`config.mk`:
```
export PLATFORM = sky130hd
export DESIGN_NAME = instr_fetch_responder
export DESIGN_NICKNAME = d
export VERILOG_FILES = /design/src/rtl/instr_fetch_responder.sv
export SDC_FILE = /design/constraint.sdc
export NUM_CORES = 2
export LEC_CHECK = 0
export CAP_MARGIN = 20
export CORE_MARGIN = 8
export CORE_UTILIZATION = 50
export CTS_BUF_LIST = sky130_fd_sc_hd__clkbuf_4 sky130_fd_sc_hd__clkbuf_8
export DETAILED_ROUTE_END_ITERATION = 12
export DONT_BUFFER_PORTS = 1
export GPL_ROUTABILITY_DRIVEN = 0
export PLACE_DENSITY = 0.63
export RECOVER_POWER = 25
export REMOVE_ABC_BUFFERS = 1
export SLEW_MARGIN = 5
export SYNTH_ARGS = -nofsm -noshare
export SYNTH_HDL_FRONTEND = slang
export SYNTH_SLANG_ARGS = --single-unit
```
`constraint.sdc`:
```
create_clock -name Clk -period 4.5 [get_ports Clk]
set_input_delay 0.9 -clock Clk [delete_from_list [all_inputs] [get_ports Clk]]
set_output_delay 0.9 -clock Clk [all_outputs]
set_load 0.05 [all_outputs]
```
`src/rtl/instr_fetch_responder.sv`:
```
// Instruction-memory responder: fetch address in, program word out after WAIT_STATES extra cycles.
// Latency: request accepted at edge k -> Instr_Valid high for one cycle after edge k+WAIT_STATES+1.
// Backpressure: none on the response; Req is ignored while Busy and must be held or re-issued.
module instr_fetch_responder #(
    parameter int ADDR_W      = 8,
    parameter int DATA_W      = 16,
    parameter int DEPTH       = 256,
    parameter int WAIT_STATES = 1,
    parameter int NOP_WORD    = 0
) (
    input  logic              Clk,
    input  logic              Reset,
    input  logic              Req,
    input  logic [ADDR_W-1:0] Addr,
    output logic [DATA_W-1:0] Instr,
    output logic              Instr_Valid,
    output logic              Addr_Err,
    output logic              Busy,
    input  logic              Prog_We,
    input  logic [ADDR_W-1:0] Prog_Addr,
    input  logic [DATA_W-1:0] Prog_Data
);

    localparam int                IDX_W   = (DEPTH > 1) ? $clog2(DEPTH) : 1;
    localparam logic [ADDR_W:0]   DEPTH_L = (ADDR_W + 1)'(DEPTH);
    localparam logic [3:0]        WS_L    = 4'(WAIT_STATES);
    localparam logic [DATA_W-1:0] NOP_L   = DATA_W'(NOP_WORD);

    typedef enum logic [1:0] {
        S_IDLE = 2'd0,
        S_READ = 2'd1,
        S_RESP = 2'd2
    } state_t;

    state_t            state_q, state_d;
    logic [3:0]        wcnt_q, wcnt_d;
    logic [ADDR_W-1:0] addr_q, addr_d;
    logic [DATA_W-1:0] instr_q, instr_d;
    logic              vld_q, vld_d;
    logic              err_q, err_d;
    logic              busy_q, busy_d;

    logic [DATA_W-1:0] mem [DEPTH];
    logic [DATA_W-1:0] rd_word;
    logic              addr_in_range;
    logic              prog_in_range;

    assign addr_in_range = ({1'b0, addr_q} < DEPTH_L);
    assign prog_in_range = ({1'b0, Prog_Addr} < DEPTH_L);
    assign rd_word       = mem[addr_q[IDX_W-1:0]];

    // Program image: no reset init; writes blocked while reset is asserted, out-of-range dropped.
    // Read-first on collision falls out of the capture using the pre-edge array value.
    always_ff @(posedge Clk) begin
        if (Reset && Prog_We && prog_in_range) begin
            mem[Prog_Addr[IDX_W-1:0]] <= Prog_Data;
        end
    end

    // State and datapath registers, synchronous active-low reset.
    always_ff @(posedge Clk) begin
        if (!Reset) begin
            state_q <= S_IDLE;
            wcnt_q  <= '0;
            addr_q  <= '0;
            instr_q <= '0;
            vld_q   <= 1'b0;
            err_q   <= 1'b0;
            busy_q  <= 1'b0;
        end else begin
            state_q <= state_d;
            wcnt_q  <= wcnt_d;
            addr_q  <= addr_d;
            instr_q <= instr_d;
            vld_q   <= vld_d;
            err_q   <= err_d;
            busy_q  <= busy_d;
        end
    end

    // Next-state: accept from IDLE/RESP, leave READ once the wait counter has run out.
    always_comb begin
        state_d = state_q;
        case (state_q)
            S_IDLE:  if (Req) state_d = S_READ;
            S_READ:  if (wcnt_q == 4'd0) state_d = S_RESP;
            S_RESP:  state_d = Req ? S_READ : S_IDLE;
            default: state_d = S_IDLE;
        endcase
    end

    // Datapath next values: address capture, wait countdown and response word.
    always_comb begin
        wcnt_d  = wcnt_q;
        addr_d  = addr_q;
        instr_d = instr_q;
        vld_d   = 1'b0;
        err_d   = 1'b0;
        case (state_q)
            S_IDLE, S_RESP: begin
                if (Req) begin
                    addr_d = Addr;
                    wcnt_d = WS_L;
                end
            end
            S_READ: begin
                if (wcnt_q != 4'd0) begin
                    wcnt_d = wcnt_q - 4'd1;
                end else begin
                    instr_d = addr_in_range ? rd_word : NOP_L;
                    vld_d   = 1'b1;
                    err_d   = ~addr_in_range;
                end
            end
            default: ;
        endcase
        busy_d = (state_d == S_READ);
    end

    assign Instr       = instr_q;
    assign Instr_Valid = vld_q;
    assign Addr_Err    = err_q;
    assign Busy        = busy_q;

endmodule

```
Yosys cells after proc, flatten, opt, wreduce, memory -nomap -nowiden
Memory sizes are Yosys's and may differ from the RTL's. A register that Yosys moved wholly into a read port is not among the register bits.
Index checks and enable logic that the tools add are counted.
W data, S select, Z words.
{"block": "totals", "reg_bits": 16, "mem_bits_rw": 4096, "input_bits": 36, "memories": 1}
{"memory": "mem", "depth": 256, "word_bits": 16, "read_ports": 1, "rd_ports_with_merged_regs": 1, "wr": 1, "line": "43", "rtl": "logic [DATA_W-1:0] mem [DEPTH];"}
{"block": "op_classes", "n_addsub": 1, "eq_ne": 5, "muxes": 10, "bitwise": 1, "reduce_logical": 11}
{"cell": "$mux W4", "count": 2}
{"cell": "$pmux W4 S2", "count": 1}
{"cell": "$pmux W2 S3", "count": 1}
{"cell": "$reduce_and A2 Y1", "count": 3}
{"cell": "$eq A2 B1 Y1 const B", "count": 2}
{"cell": "$logic_not A4 Y1", "count": 1}
{"cell": "$mux W1", "count": 4}
{"cell": "$mux W2", "count": 2}
{"cell": "$ne A2 B2 Y1 const B", "count": 2}
{"cell": "$reduce_bool A4 Y1", "count": 1}
{"cell": "$sub A4 B1 Y4 const B", "count": 1}
{"cell": "$reduce_and A3 Y1", "count": 1}
{"cell": "$eq A2 B2 Y1 const B", "count": 1}
{"cell": "$logic_not A2 Y1", "count": 1}
{"cell": "$reduce_bool A2 Y1", "count": 1}
{"cell": "$reduce_or A2 Y1", "count": 1}
{"cell": "$logic_and A1 B1 Y1", "count": 1}
{"cell": "$logic_not A1 Y1", "count": 1}
{"cell": "$not A1 Y1", "count": 1}

Logic depth before layout (Yosys ltp)
{"block": "logic_depth", "word_depth": 4, "depth_mapped": 13}

Least setup slack after synthesis
Ideal clock, no wire load.
{"block": "synth_timing", "path_type": "input to register", "startpoint": "input Reset", "endpoint": "memory mem[234][0], enable pin", "arrival_time_ns": 2.684, "t_required_ns": 4.112, "slack_ns": 1.427, "path_stages": 6, "path_cell_list": "and2_1 > clkbuf_1 > clkbuf_1 > nand3_1 > clkbuf_1 > nor2_1"}
{"block": "synth_via", "elab_chain_len": 3}
{"element": "from (decl)", "line": "12", "rtl": "input logic Reset,"}
{"element": "$logic_and A1 B1 Y1", "line": "55", "rtl": "if (Reset && Prog_We && prog_in_range) begin"}
{"element": "$mux W1", "line": "55"}
{"element": "$mux W1 (not written as such)", "line": "56", "rtl": "mem[Prog_Addr[IDX_W-1:0]] <= Prog_Data;"}
{"element": "to (decl)", "line": "43"}
Every way passes these cells.

Final worst setup path
{"block": "layout_timing", "startpoint": "input Prog_Data[3]", "endpoint": "memory mem[208][3], data pin"}
{"element": "from (decl)", "line": "21", "rtl": "input logic [DATA_W-1:0] Prog_Data"}
Straight into the memory's write port.

==> flow_summary.rst <==
.. list-table::
   :header-rows: 1

   * - Metric
     - Value
   * - Status
     - complete, but fails checks
   * - Failing checks
     - max-capacitance violations, max-slew violations, negative setup slack
   * - Share of async-settable or async-resettable flops after synthesis
     - 0%
   * - Max H-tree Level
     - 6
   * - CP peak stage delay
     - 2620 ps
   * - TritonCTS buffer count
     - 657
   * - Sequential area share after synthesis
     - 77.4%
   * - Detail Route Antenna Nets
     - 0
   * - Portion of netlist area occupied by mux cells
     - 14.4%
   * - Largest net degree at the start of global routing
     - ~260
   * - Mean post-synth cell area
     - 20.9 sq um
   * - Final Setup Violations
     - 18
   * - Via count
     - approximately 84000
   * - I/O pin count
     - 55
   * - Leakage
     - ~0.056 uW
   * - Core region area
     - approximately 320000 sq um
   * - Pins Over Slew Limit
     - 2469
   * - X dimension of the die
     - 581 um
   * - CTS tree
     - done
   * - Clk_lat worst skew
     - 1230 ps
   * - Type of the setup path with the least slack
     - in -> reg
   * - Number of library cell types mapped by synthesis
     - 72
   * - Die Y-Extent
     - between 500 and 600 um
   * - Critical Path Sink Type
     - flip-flop
   * - Number of global-route vias before repair
     - about 84000
   * - Post-Route Hold Slack
     - 121 ps
   * - Final Hold Vio Count
     - 0
   * - Global-route wire length before repair
     - roughly 650000 um
   * - Achievable frequency
     - 216 MHz
   * - Adder-Cell Fraction of Synth Area
     - 0.0157%
   * - Largest buffer count on any clock path
     - 4
   * - Endpoint required time on the critical path
     - 5160 ps
   * - Number of antenna violations at the first check in global routing
     - 26
   * - Combinational share of power
     - 5.7%
   * - Clk slew on worst S/H paths
     - 60 ps
   * - Final routed DRC violation total
     - 0
   * - Yosys warns
     - 0
   * - Post-Syn Area
     - about 160000 sq um
   * - Setup repair after global routing missed its margin
     - no
   * - Xor/xnor cell area share of the yosys netlist
     - 0.0110%
   * - Simple-gate share of the synthesized area
     - 2.16%
   * - Top library cells by usage in the layout, fill and taps aside
     - sky130_fd_sc_hd__edfxtp_1, sky130_fd_sc_hd__mux4_2, sky130_fd_sc_hd__clkbuf_8
   * - Effective utilization at floorplan
     - 50.2%
   * - Maximum capacitance violations
     - 38
   * - Arrival time at the worst endpoint
     - roughly 5300 ps
   * - EDFF count, synth
     - 4096
   * - Post-detailed-route wirelength per cell
     - 35.1 um
   * - Post-Place Setup Slack
     - approximately 160 ps
   * - Buffering stage count on the worst path with inverters included
     - 2
   * - Worst path setup slack after routing
     - -122 ps
   * - Dpl hpwl
     - 256000 um
   * - Kind of start point of the critical path
     - input port
   * - Critical-path top delay cell
     - sky130_fd_sc_hd__clkbuf_1
   * - Number of search-and-repair iterations in the first detailed-routing pass
     - 6
   * - Maximum VDD drop
     - 0.000322 V
   * - Category of cells accounting for the largest share of critical-path delay
     - buffers and inverters
   * - Most frequent standard cell in the layout excluding fill and tap cells
     - sky130_fd_sc_hd__edfxtp_1
   * - Total congestion overflow
     - 0
   * - Final worst clock skew
     - 58.1 ps
   * - Class of the tightest hold or removal check
     - in -> reg
   * - Cell internal pwr
     - 60300 uW
   * - Overall global routing resource usage
     - a little over a quarter
   * - Fraction of final layout cells with drive strength greater than 1
     - 27.6%
   * - Area of the die
     - 338000 sq um
   * - Time the worst path needs with I/O delays and setup
     - 4620 ps
   * - Number of nets in the layout
     - 8547
   * - Part of the power in the clock network
     - 40.0%
   * - Register bit count reported by yosys
     - slightly above 4000
   * - Drt total wl
     - 464000 um
   * - Post-Syn Instances
     - 7624
   * - Fraction of the mapped netlist area in compound gates
     - approximately 3.8%
   * - 1st-iter DRT viols
     - 11350
   * - Critical-path maximum fanout
     - 45
   * - Clk root buf
     - sky130_fd_sc_hd__clkbuf_8
   * - Part of the total power dissipated in sequential elements
     - 54.3%
   * - Via count normalized by instance count
     - 6.34
   * - Area growth, synth to finish
     - 13.1%
   * - CTS Sinks
     - 4128
   * - Count of port buffers added during placement
     - 0
   * - Number of placement rows
     - ~210
   * - Net switching power
     - 18100 uW
   * - Switching fraction of total power
     - a little under a quarter
   * - Most used cell, CP
     - sky130_fd_sc_hd__clkbuf_1
   * - Number of fill cells in the layout
     - between 20000 and 25000
   * - Most used flip-flop cell after synthesis
     - sky130_fd_sc_hd__edfxtp_1
   * - Critical Path, Cell by Cell
     - clkbuf_1 -> clkbuf_1
   * - PD cells
     - 434 nW/um^2
   * - Transition time at the pin with the least slew margin
     - 5160 ps
   * - Largest family of logic cells by synthesized area
     - multiplexers
   * - Headroom to the max-slew limit
     - -244%
   * - Final worst-path cycle share
     - 103%
==> worst paths after layout <==
kind	from	end	slack (ps)	cells after the start
setup / recovery	Prog_Data[3]	mem[208][3]$_DFFE_PP_	-120	2
hold reg to reg	addr_q[7]$_SDFFE_PN0P_	addr_q[7]$_SDFFE_PN0P_	500	2
setup reg to reg	addr_q[4]$_SDFFE_PN0P_	Instr[3]$_SDFFE_PN0P_	200	9
hold / removal	Req	addr_q[3]$_SDFFE_PN0P_	120	3
==> cell type report <==
class	count	area, sq um	area share, %
tap	4180	5230	2.90
clock inverter	297	1920	1.06
antenna	17	42.5	0.0236
timing repair buffer	690	6030	3.34
sequential	4128	124000	68.5
inverter	11	48.8	0.0270
multi-input combinational	3021	32800	18.2
clock buffer	889	10800	6.00
==> power groups by stage <==
stage | combinational [uW] | clock, uW | sequential [uW]
floorplan | 5510 | 0 | 43600
global placement | 3630 | 0 | 43300
detailed placement | 3650 | 0 | 43300
CTS | 4540 | 31700 | 42500
global route | 4640 | 33400 | 42500
finish | 4470 | 31300 | 42600
==> Yosys cell counts, drive strengths merged, types with 45 or more instances <==
cell type  instances  area (sq um)
a22oi             97           728
nand2            210           788
clkbuf           145           556
mux2i            647          6480
mux4             730         16500
o21ai             89           445
a2111oi           45           409
a21oi            125           626
nor2             304          1150
nand3             73           378
nor3              48           240
buf              318          2860
o221ai           107           962
a211oi            75           563
o22ai            207          1300
edfxtp          4096        123000
==> registers in the layout (all words and copies together) (netlist names) <==
name         cells
mem           4096
Instr           16
addr_q           8
wcnt_q           4
state_q          2
Busy             1
Instr_Valid      1
==> routing by layer <==
layer | GRT usage (%) | vias up | wire length (um)
li1 | - | 33831 | -
met1 | 36.8 | 44235 | 175000
met2 | 42.4 | 4919 | 217000
met3 | 5.60 | 885 | 49300
met4 | 11.2 | 10 | 23300
met5 | 0 | - | 72
==> per-stage QoR <==
stage	area (sq um)	setup TNS, ps	util [%]	total power [uW]	cells
floorplan	156000	-819580	-	49100	7160
global placement	167000	-18.9	52.5	46900	11946
detailed placement	167000	0	52.6	46900	11951
CTS	181000	0	57.0	78700	13207
global route	181000	0	56.8	80500	13219
finish	181000	-1870	56.8	78300	13233
==> cell families after synthesis <==
kind of cell,Yosys count
flops,4128
fa+ha+maj,2
buf+inv,475
compound gates,861
other cells,1
xor+xnor,2
simple gates,768
mux,1387
==> timing repair <==
item | 4_1_cts | 5_1_grt
setup buffers | 0 | 6
hold buffers | 70 | 0
endpoints found under the hold margin | 2177 | 0
resized for setup | 0 | 0
setup endpoints to repair | 0 | 1
Power figures use the tool's default switching activity.
